File: src/rtl/writeback_arbiter_if.sv
`default_nettype none
// ============================================================================
// Module      : writeback_arbiter_if
// Description : Bundle of signals between the execute pipes, the writeback
//               arbiter and the writeback/commit stage.
//               Request side (flattened, pipe i at [i*W +: W]):
//                 req_val, req_rdy, req_seq_num, req_waddr, req_wdata,
//                 req_wen, req_pc, head_seq_num
//               Output slot side:
//                 out_val, out_rdy, out_seq_num, out_waddr, out_wdata,
//                 out_wen, out_pc, out_src
//               Modports:
//                 slave  - the arbiter (consumes requests, drives out_*)
//                 master - the environment (drives requests, takes out_*)
// Revision    : 1.0 - initial release
// ============================================================================
interface writeback_arbiter_if #(
  parameter int p_num_pipes      = 3,
  parameter int p_seq_num_bits   = 5,
  parameter int p_phys_addr_bits = 6
);
  localparam int SRC_W = $clog2(p_num_pipes);

  logic [p_num_pipes-1:0]                  req_val;
  logic [p_num_pipes-1:0]                  req_rdy;
  logic [p_num_pipes*p_seq_num_bits-1:0]   req_seq_num;
  logic [p_num_pipes*p_phys_addr_bits-1:0] req_waddr;
  logic [p_num_pipes*32-1:0]               req_wdata;
  logic [p_num_pipes-1:0]                  req_wen;
  logic [p_num_pipes*32-1:0]               req_pc;
  logic [p_seq_num_bits-1:0]               head_seq_num;

  logic                                    out_val;
  logic                                    out_rdy;
  logic [p_seq_num_bits-1:0]               out_seq_num;
  logic [p_phys_addr_bits-1:0]             out_waddr;
  logic [31:0]                             out_wdata;
  logic                                    out_wen;
  logic [31:0]                             out_pc;
  logic [SRC_W-1:0]                        out_src;

  modport slave (
    input  req_val, req_seq_num, req_waddr, req_wdata, req_wen, req_pc,
           head_seq_num, out_rdy,
    output req_rdy, out_val, out_seq_num, out_waddr, out_wdata, out_wen,
           out_pc, out_src
  );

  modport master (
    output req_val, req_seq_num, req_waddr, req_wdata, req_wen, req_pc,
           head_seq_num, out_rdy,
    input  req_rdy, out_val, out_seq_num, out_waddr, out_wdata, out_wen,
           out_pc, out_src
  );
endinterface
`default_nettype wire

File: src/rtl/writeback_arbiter.sv
`default_nettype none
// ============================================================================
// Module      : writeback_arbiter
// Description : Shares one writeback/complete port among p_num_pipes execute
//               pipes. Each cycle at most one valid requester is granted into
//               a one-entry registered output slot. Round-robin by default;
//               oldest-first (by sequence number relative to head_seq_num)
//               when the macro WRITEBACK_ARB_OLDEST_FIRST_EN is defined.
// Ports       : clk - clock
//               rst - asynchronous reset, active low
//               bus - writeback_arbiter_if.slave (requests in, slot out)
// Revision    : 1.0 - initial release
// ============================================================================
module writeback_arbiter #(
  parameter int p_num_pipes      = 3,
  parameter int p_seq_num_bits   = 5,
  parameter int p_phys_addr_bits = 6
) (
  input  logic                 clk,
  input  logic                 rst,
  writeback_arbiter_if.slave   bus
);
  localparam int                SRC_W = $clog2(p_num_pipes);
  localparam int                S     = p_seq_num_bits;
  localparam int                A     = p_phys_addr_bits;
  localparam logic [SRC_W-1:0]  LAST  = SRC_W'(p_num_pipes - 1);

  // Per-pipe views of the flattened request fields
  logic [S-1:0]  seq_arr   [p_num_pipes];
  logic [A-1:0]  waddr_arr [p_num_pipes];
  logic [31:0]   wdata_arr [p_num_pipes];
  logic [31:0]   pc_arr    [p_num_pipes];

  genvar gi;
  generate
    for (gi = 0; gi < p_num_pipes; gi++) begin : g_pipe
      assign seq_arr[gi]   = bus.req_seq_num[gi*S +: S];
      assign waddr_arr[gi] = bus.req_waddr[gi*A +: A];
      assign wdata_arr[gi] = bus.req_wdata[gi*32 +: 32];
      assign pc_arr[gi]    = bus.req_pc[gi*32 +: 32];
    end
  endgenerate

  logic [SRC_W-1:0]        ptr;
  logic [SRC_W-1:0]        gnt_idx;
  logic                    any_val;
  logic                    can_load;
  logic                    grant;
  logic [p_num_pipes-1:0]  rdy_vec;

  logic                    out_val_q;
  logic [S-1:0]            out_seq_q;
  logic [A-1:0]            out_waddr_q;
  logic [31:0]             out_wdata_q;
  logic                    out_wen_q;
  logic [31:0]             out_pc_q;
  logic [SRC_W-1:0]        out_src_q;

  assign any_val  = |bus.req_val;
  assign can_load = !out_val_q | bus.out_rdy;
  // rst gates the grant so req_rdy stays low throughout reset even though
  // the slot reads as empty.
  assign grant    = can_load & any_val & rst;

`ifdef WRITEBACK_ARB_OLDEST_FIRST_EN
  // Oldest-first: smallest modular distance from the head of the window.
  // Strict '<' keeps the lowest index on ties.
  logic [S-1:0] age;
  logic [S-1:0] best_age;
  logic         of_found;

  always_comb begin
    gnt_idx  = '0;
    best_age = '1;
    of_found = 1'b0;
    age      = '0;
    for (int i = 0; i < p_num_pipes; i++) begin
      age = seq_arr[i] - bus.head_seq_num;
      if (bus.req_val[i] && (!of_found || age < best_age)) begin
        of_found = 1'b1;
        best_age = age;
        gnt_idx  = SRC_W'(i);
      end
    end
  end

  // The pointer keeps rotating so behaviour is identical if the feature is
  // later switched off, but selection does not consult it.
  logic unused_ptr;
  assign unused_ptr = ^ptr;
`else
  // Round-robin: scan upward from ptr with wrap; first valid index wins.
  logic rr_found;
  int   rr_idx;

  always_comb begin
    gnt_idx  = '0;
    rr_found = 1'b0;
    rr_idx   = 0;
    for (int k = 0; k < p_num_pipes; k++) begin
      rr_idx = int'(ptr) + k;
      if (rr_idx >= p_num_pipes) begin
        rr_idx = rr_idx - p_num_pipes;
      end
      if (!rr_found && bus.req_val[rr_idx]) begin
        rr_found = 1'b1;
        gnt_idx  = SRC_W'(rr_idx);
      end
    end
  end

  logic unused_head;
  assign unused_head = ^bus.head_seq_num;
`endif

  always_comb begin
    rdy_vec = '0;
    if (grant) begin
      rdy_vec[gnt_idx] = 1'b1;
    end
  end

  // Output slot and priority pointer. A grant while the slot drains
  // replaces the entry in the same edge, so there is no bubble.
  always_ff @(posedge clk or negedge rst) begin
    if (!rst) begin
      out_val_q   <= 1'b0;
      out_seq_q   <= '0;
      out_waddr_q <= '0;
      out_wdata_q <= '0;
      out_wen_q   <= 1'b0;
      out_pc_q    <= '0;
      out_src_q   <= '0;
      ptr         <= '0;
    end else if (grant) begin
      out_val_q   <= 1'b1;
      out_seq_q   <= seq_arr[gnt_idx];
      out_waddr_q <= waddr_arr[gnt_idx];
      out_wdata_q <= wdata_arr[gnt_idx];
      out_wen_q   <= bus.req_wen[gnt_idx];
      out_pc_q    <= pc_arr[gnt_idx];
      out_src_q   <= gnt_idx;
      ptr         <= (gnt_idx == LAST) ? '0 : gnt_idx + 1'b1;
    end else if (out_val_q && bus.out_rdy) begin
      out_val_q   <= 1'b0;
    end
  end

  assign bus.req_rdy     = rdy_vec;
  assign bus.out_val     = out_val_q;
  assign bus.out_seq_num = out_seq_q;
  assign bus.out_waddr   = out_waddr_q;
  assign bus.out_wdata   = out_wdata_q;
  assign bus.out_wen     = out_wen_q;
  assign bus.out_pc      = out_pc_q;
  assign bus.out_src     = out_src_q;

endmodule
`default_nettype wire

File: src/flat_wrapper.sv
// flat-port wrapper written by rule: the top's interface ports become plain ports
module writeback_arbiter_flat 
#(
  parameter int p_num_pipes      = 3,
  parameter int p_seq_num_bits   = 5,
  parameter int p_phys_addr_bits = 6
)
  (clk, rst, bus_req_val, bus_req_seq_num, bus_req_waddr, bus_req_wdata, bus_req_wen, bus_req_pc, bus_head_seq_num, bus_out_rdy, bus_req_rdy, bus_out_val, bus_out_seq_num, bus_out_waddr, bus_out_wdata, bus_out_wen, bus_out_pc, bus_out_src);
  writeback_arbiter_if #(.p_num_pipes(p_num_pipes), .p_seq_num_bits(p_seq_num_bits), .p_phys_addr_bits(p_phys_addr_bits)) bus_i ();
  input  logic clk;
  input  logic rst;
  input wire logic [$bits(bus_i.req_val)-1:0] bus_req_val;
  input wire logic [$bits(bus_i.req_seq_num)-1:0] bus_req_seq_num;
  input wire logic [$bits(bus_i.req_waddr)-1:0] bus_req_waddr;
  input wire logic [$bits(bus_i.req_wdata)-1:0] bus_req_wdata;
  input wire logic [$bits(bus_i.req_wen)-1:0] bus_req_wen;
  input wire logic [$bits(bus_i.req_pc)-1:0] bus_req_pc;
  input wire logic [$bits(bus_i.head_seq_num)-1:0] bus_head_seq_num;
  input wire logic [$bits(bus_i.out_rdy)-1:0] bus_out_rdy;
  output wire logic [$bits(bus_i.req_rdy)-1:0] bus_req_rdy;
  output wire logic [$bits(bus_i.out_val)-1:0] bus_out_val;
  output wire logic [$bits(bus_i.out_seq_num)-1:0] bus_out_seq_num;
  output wire logic [$bits(bus_i.out_waddr)-1:0] bus_out_waddr;
  output wire logic [$bits(bus_i.out_wdata)-1:0] bus_out_wdata;
  output wire logic [$bits(bus_i.out_wen)-1:0] bus_out_wen;
  output wire logic [$bits(bus_i.out_pc)-1:0] bus_out_pc;
  output wire logic [$bits(bus_i.out_src)-1:0] bus_out_src;
  assign bus_i.req_val = bus_req_val;
  assign bus_i.req_seq_num = bus_req_seq_num;
  assign bus_i.req_waddr = bus_req_waddr;
  assign bus_i.req_wdata = bus_req_wdata;
  assign bus_i.req_wen = bus_req_wen;
  assign bus_i.req_pc = bus_req_pc;
  assign bus_i.head_seq_num = bus_head_seq_num;
  assign bus_i.out_rdy = bus_out_rdy;
  assign bus_req_rdy = bus_i.req_rdy;
  assign bus_out_val = bus_i.out_val;
  assign bus_out_seq_num = bus_i.out_seq_num;
  assign bus_out_waddr = bus_i.out_waddr;
  assign bus_out_wdata = bus_i.out_wdata;
  assign bus_out_wen = bus_i.out_wen;
  assign bus_out_pc = bus_i.out_pc;
  assign bus_out_src = bus_i.out_src;
  writeback_arbiter #(.p_num_pipes(p_num_pipes), .p_seq_num_bits(p_seq_num_bits), .p_phys_addr_bits(p_phys_addr_bits)) u_core (.clk(clk), .rst(rst), .bus(bus_i));
endmodule
File: config.mk
export PLATFORM = sky130hd
export DESIGN_NAME = writeback_arbiter_flat
export DESIGN_NICKNAME = d
export VERILOG_FILES = /design/src/rtl/writeback_arbiter_if.sv /design/src/rtl/writeback_arbiter.sv /design/src/flat_wrapper.sv
export SDC_FILE = /design/constraint.sdc
export NUM_CORES = 1
export LEC_CHECK = 0
export CORE_AREA = 2 2 126 128
export DETAILED_ROUTE_END_ITERATION = 10
export DIE_AREA = 0 0 128 130
export PLACE_DENSITY = 0.67
export SLEW_MARGIN = 10
export SYNTH_ARGS = -nofsm -noshare
export SYNTH_HDL_FRONTEND = slang
export SYNTH_SLANG_ARGS = --single-unit
File: constraint.sdc
create_clock -name clk -period 5.4 [get_ports clk]
set_clock_uncertainty 0.05 [all_clocks]
set_input_delay 1.35 -clock clk [delete_from_list [all_inputs] [get_ports clk]]
set_output_delay 1.35 -clock clk [all_outputs]
set_load 0.01 [all_outputs]
# Word level (Yosys, flattened, before mapping)
# Cells that the tools add are included.
# word_totals
in_bits,239
ff_bits,81
ramBits,0
latchBits,0
out_inout_bits,82
n_memories,0
mem_bits_ro,0
# classes
n_eq_ne,1
n_div,0
n_bitwise,4
magnitude_cmp,9
shifts,0
muxes,37
multipliers,0
addsub,6
n_reduce_logical,9
# op_table
cell,n
two-way mux 32 bit,7
binary-select mux 32 bit (select 2 bit),2
"< comparator 32 x 4 -> 1 bit, second input constant",3
"greater-or-equal comparator 32 x 3 -> 1 bit, second input constant",2
"subtractor 32 x 3 -> 32 bit, second input constant",2
binary-select mux 6 bit (select 2 bit),1
two-way mux 1 bit,12
two-way mux 6 bit,2
binary-select mux 5 bit (select 2 bit),1
two-way mux 5 bit,2
binary-select mux 1 bit (select 2 bit),4
two-way mux 2 bit,4
logical AND 1 bit,4
"adder 2 x 1 -> 3 bit, second input constant",1
"adder 2 x 2 -> 3 bit, second input constant",1
"greater-or-equal comparator 3 bit, second input constant",1
zero test 1 bit,3
"< comparator 2 x 3 -> 1 bit, second input constant",1
two-way mux 3 bit,1
inverter 2 -> 3 bit,1
OR reduction 3 bit,1
"subtractor 2 x 2 -> 3 bit, second input constant",1
"adder 2 x 1 -> 2 bit, second input constant",1
AND 1 bit,2
6 further kinds,6

# Longest topological paths before layout
# depth
depth_word,17
mapped_depth,13
ltp_nobuf,8

# Worst setup path after synthesis
# No wires, ideal clock.
# synth_path
path_kind,in2out
from,input bus_req_val[2]
to,output bus_req_rdy[2]
required_ns,4.000
arrival_time_ns,2.608
stages,8
path_buffers,3
path_slack_ns,1.392
cell_sequence,and3b_1 o21bai_1 mux2i_1 a31o_1 buf_6 buf_6 buf_6 and3_1
# synth_between
elab_chain_len,15
elab_cells_between_ends,27
# synth_lines
item,line,text
from (decl),flat_wrapper.sv:12,input wire logic [$bits(bus_i.req_val)-1:0] bus_req_val;
binary-select mux 1 bit (select 2 bit),writeback_arbiter.sv:105,if (!rr_found && bus.req_val[rr_idx]) begin
two-way mux 1 bit (implied by the code) (2 in a row),writeback_arbiter.sv:105,
two-way mux 1 bit,writeback_arbiter.sv:105,
zero test 1 bit,writeback_arbiter.sv:105,
logical AND 1 bit,writeback_arbiter.sv:105,
two-way mux 1 bit,writeback_arbiter.sv:105,
zero test 1 bit,writeback_arbiter.sv:105,
logical AND 1 bit,writeback_arbiter.sv:105,
two-way mux 2 bit,writeback_arbiter.sv:105,
< comparator 2 x 3 -> 1 bit (implied by the code) or greater-or-equal comparator 2 x 1 -> 1 bit (tied branches),writeback_arbiter.sv:119,rdy_vec[gnt_idx] = 1'b1;
logical AND 1 bit (implied by the code),writeback_arbiter.sv:119,
two-way mux 1 bit (implied by the code),writeback_arbiter.sv:119,
demux 1 bit (select 2 bit),--,
two-way mux 3 bit (*),writeback_arbiter.sv:118,if (grant) begin
to (decl),flat_wrapper.sv:20,output wire logic [$bits(bus_i.req_rdy)-1:0] bus_req_rdy;
# Every way passes the cells marked *; elsewhere a longest branch is shown, timed or not. The select of a mux whose other input is x is not followed.

# Worst setup path after layout
# layout_path
from,input bus_req_val[1]
to,output bus_req_rdy[0]
# Same word-level chain as after synthesis.

==> impl_results.md <==
- Die Wd: 128 um
- Slew margin rel.: 36.0%
- R2R setup slack: 2.41 ns
- Crit path cell chain: clkdlybuf4s50_1 -> inv_1 -> nor2_1 -> o31ai_1 -> and2_2 -> nand2b_2 -> nor2_1 -> clkdlybuf4s50_1
- Most common cell in the netlist: nor2_1
- Max Slew Vio Count: 0
- H-Tree Depth: 3
- Final setup margin: 0.501 ns
- Tmin final: 4.90 ns
- Num CTS Buffers: 9
- Max Fanout on Critical Path: 6
- CTS Buffer Depth: 2
- Synthesized area per cell: 9.39 um^2
- Syn Inst Count: 478
- Root Buffer: clkbuf_16
- Post-synth EDFFs: 0
- Mapped Area: 4490 um^2
- Hold Path Depth: 2
- Post_cts resized: 0
- Final WL: 17300 um
- Largest net degree at the start of global routing: 80
- Via count: 4920
- Vias per Instance: 5.09
- Async set-reset flop share out of synthesis: 100%
- Lkg Pwr: 3.47 nW
- Top cell type's share of synthesized area: 45.2%
- PortBufs: 315
- Cell depth of the worst flop-to-flop path: 9
- Initial drt markers: 263
- WHS: 0.452 ns
- Worst Setup SP: bus_req_val[1]
- Antenna Cells: 0
- Detailed Routing Iterations Pass 1: 4
- Netlist cell types: 29
- Die H: 130 um
- Crit path depth: 8
- Max Cap Violations: 0
- Crit path DAT: 3.50 ns
- Filler Cell Count: 1363
- Post-place setup slack: 0.528 ns
- CTS tree: done
- Post-synth top area cell: dfrtp_1
- DR WL/cell: 17.9 um
- Hold buffers post-CTS: 0
- Clock Latency Late Sink: 0.32 ns
- Num Clock Sinks: 81
- Share of post-route cells with drive strength above 1: 4.13%
- Hold/Removal Path Class: reg -> reg
- Critical path required time: 4.00 ns
- Post-Layout Cell Count: 966
- Antenna Violating Nets Remaining: 0
- Hold wc startpoint: u_core.bus.out_src[0]$_DFFE_PN0P_
- First-pass GRT wire length: 25700 um
- Sequential area share after synthesis: 45.2%
- CP max stage cell: clkdlybuf4s50_1
- WHS Endpoint: u_core.bus.out_src[0]$_DFFE_PN0P_
- Critical R2R Capture: u_core.bus.out_wdata[4]$_DFFE_PN0P_
- Clock slew at reported path FFs: 0.06 ns
- Crit Path Category: in -> out
- Most used flip-flop cell after synthesis: dfrtp_1
- Final Setup Violations: 0
- Setup_tns: 0 ns
- #FFs+latches synth: 81
- Max stage delay on crit path: 0.64 ns
- Max Clk Rate: 0.204 GHz
- Top post-synthesis cells by count: nor2_1, dfrtp_1, mux2i_1
- Placed cells: 950
- Final net count: 1012
- Top delay family on crit path: buffers and inverters
- Vias in the first global route: 4993
- Syn. warnings: 0
- Row Count: 46
- Crit share post-route: 90.7%
- Gpl congestion: 0.834
- DP Area: 7740 um^2
- DP HPWL: 12700 um
- Buf+Inv Stages, Crit Path: 3
- Fin. Hold Viols: 0
- Reg2reg start: u_core.ptr[0]$_DFFE_PN0P_
- Core region area: 15400 um^2
- Syn Nets: 721
- Io pins: 321
- Area delta synth->final: 80.6%
- Slew @ Worst Pin: 0.959 ns
- GRT overflow: 0
- DRC: 0
- Initial core utilization: 29.1%
- Initial antenna violation count: 0
- Worst VDD drop: 0.405 mV
- Total global routing track utilization: 19.6%
- Die area: 16600 um^2
- Postcts setup bufs: 0
- Final Instance Area: 8100 um^2
- Setup crit start kind: input port
- Pwr dens: 509 nW/um^2
- Ranking of synthesized cells by area: dfrtp_1, mux2i_1, o22ai_1
- RSZ-0062 raised after global routing: no
- Outcome: finished, final reports clean
- Critical Path End Type: output port
[how the worst max path moves through the flow]
stage                     endpoint  slack (ns)
floorplan           bus_req_rdy[2]        1.39
global placement    bus_req_rdy[0]        0.57
detailed placement  bus_req_rdy[0]        0.53
CTS                 bus_req_rdy[0]        0.53
global route        bus_req_rdy[2]        0.39
finish              bus_req_rdy[0]        0.50
[placed cells by master, fill, tap and decap left out, types with 4 or more instances in the layout]
cell type        synthesis  routed
clkdlybuf4s50_1          0     314
nand2b_1                 5       4
nand2_1                  4       4
dfrtp_1                 81      81
buf_4                    4      11
nor2_1                  84      84
inv_1                    5       5
bufinv_16                0       4
a21oi_1                 78      78
o22ai_1                 76      76
ha_1                     4       4
mux2i_1                 79      79
clkbuf_16                0       9
[flip-flops by register name, summed over array words and instances, names as in the netlist]
signal and cells:
u_core.bus.out_wen 1, u_core.bus.out_pc 32, u_core.bus.out_seq_num 5, u_core.ptr 2, u_core.bus.out_val 1, u_core.bus.out_wdata 32, u_core.bus.out_src 2, u_core.bus.out_waddr 6
[metrics by stage]
step / total power, mW / util [%]
3_3_place_gp: 3.33 / 50.2
6_report: 4.12 / 52.5
2_1_floorplan: 2.42 / -
3_5_place_dp: 3.39 / 50.2
5_1_grt: 4.36 / 52.5
4_1_cts: 4.17 / 52.5
[worst reg2reg max path, stage by stage (launching register included)]
cell	delay, ns
dfrtp_1	0.42
inv_1	0.10
ha_1	0.31
and3b_1	0.24
o21bai_1	0.16
mux2i_1	0.24
a31o_4	0.13
buf_4	0.70
mux2i_1	0.41
o22ai_1	0.10
[cell families (layout without fill, tap and decap cells)]
family	count (synthesis)	in the layout	share of synthesized area, %
and+or+nand+nor	97	97	8.67
muxes	80	80	17.9
AOI/OAI and AO/OA	166	166	21.4
adders and majority gates	4	4	1.12
buffers and inverters	50	346	5.77
DFF	81	81	45.2
[layer usage]
metal	vias to the layer above	global-route usage, %	routed length, um
met5	-	0	0
met4	0	6.21	289
met3	20	5.58	1450
met2	215	36.4	8850
met1	2367	21.7	6680
li1	2318	-	-
[cell type report]
class / count / area [um^2] / area share [%]
well taps: 192 / 240 / 2.96
multi-input cells: 347 / 2230 / 27.5
inverters: 5 / 18.8 / 0.232
clock buffers: 10 / 229 / 2.83
repair buffers: 325 / 3230 / 39.8
flip-flops and latches: 81 / 2030 / 25.0
clock inverters: 6 / 130 / 1.61
[where the power goes]
part,switching (mW),internal [mW]
registers,0.153,0.868
clock network,0.247,0.497
logic,1.15,1.21
(Power assumes the default switching activity.)
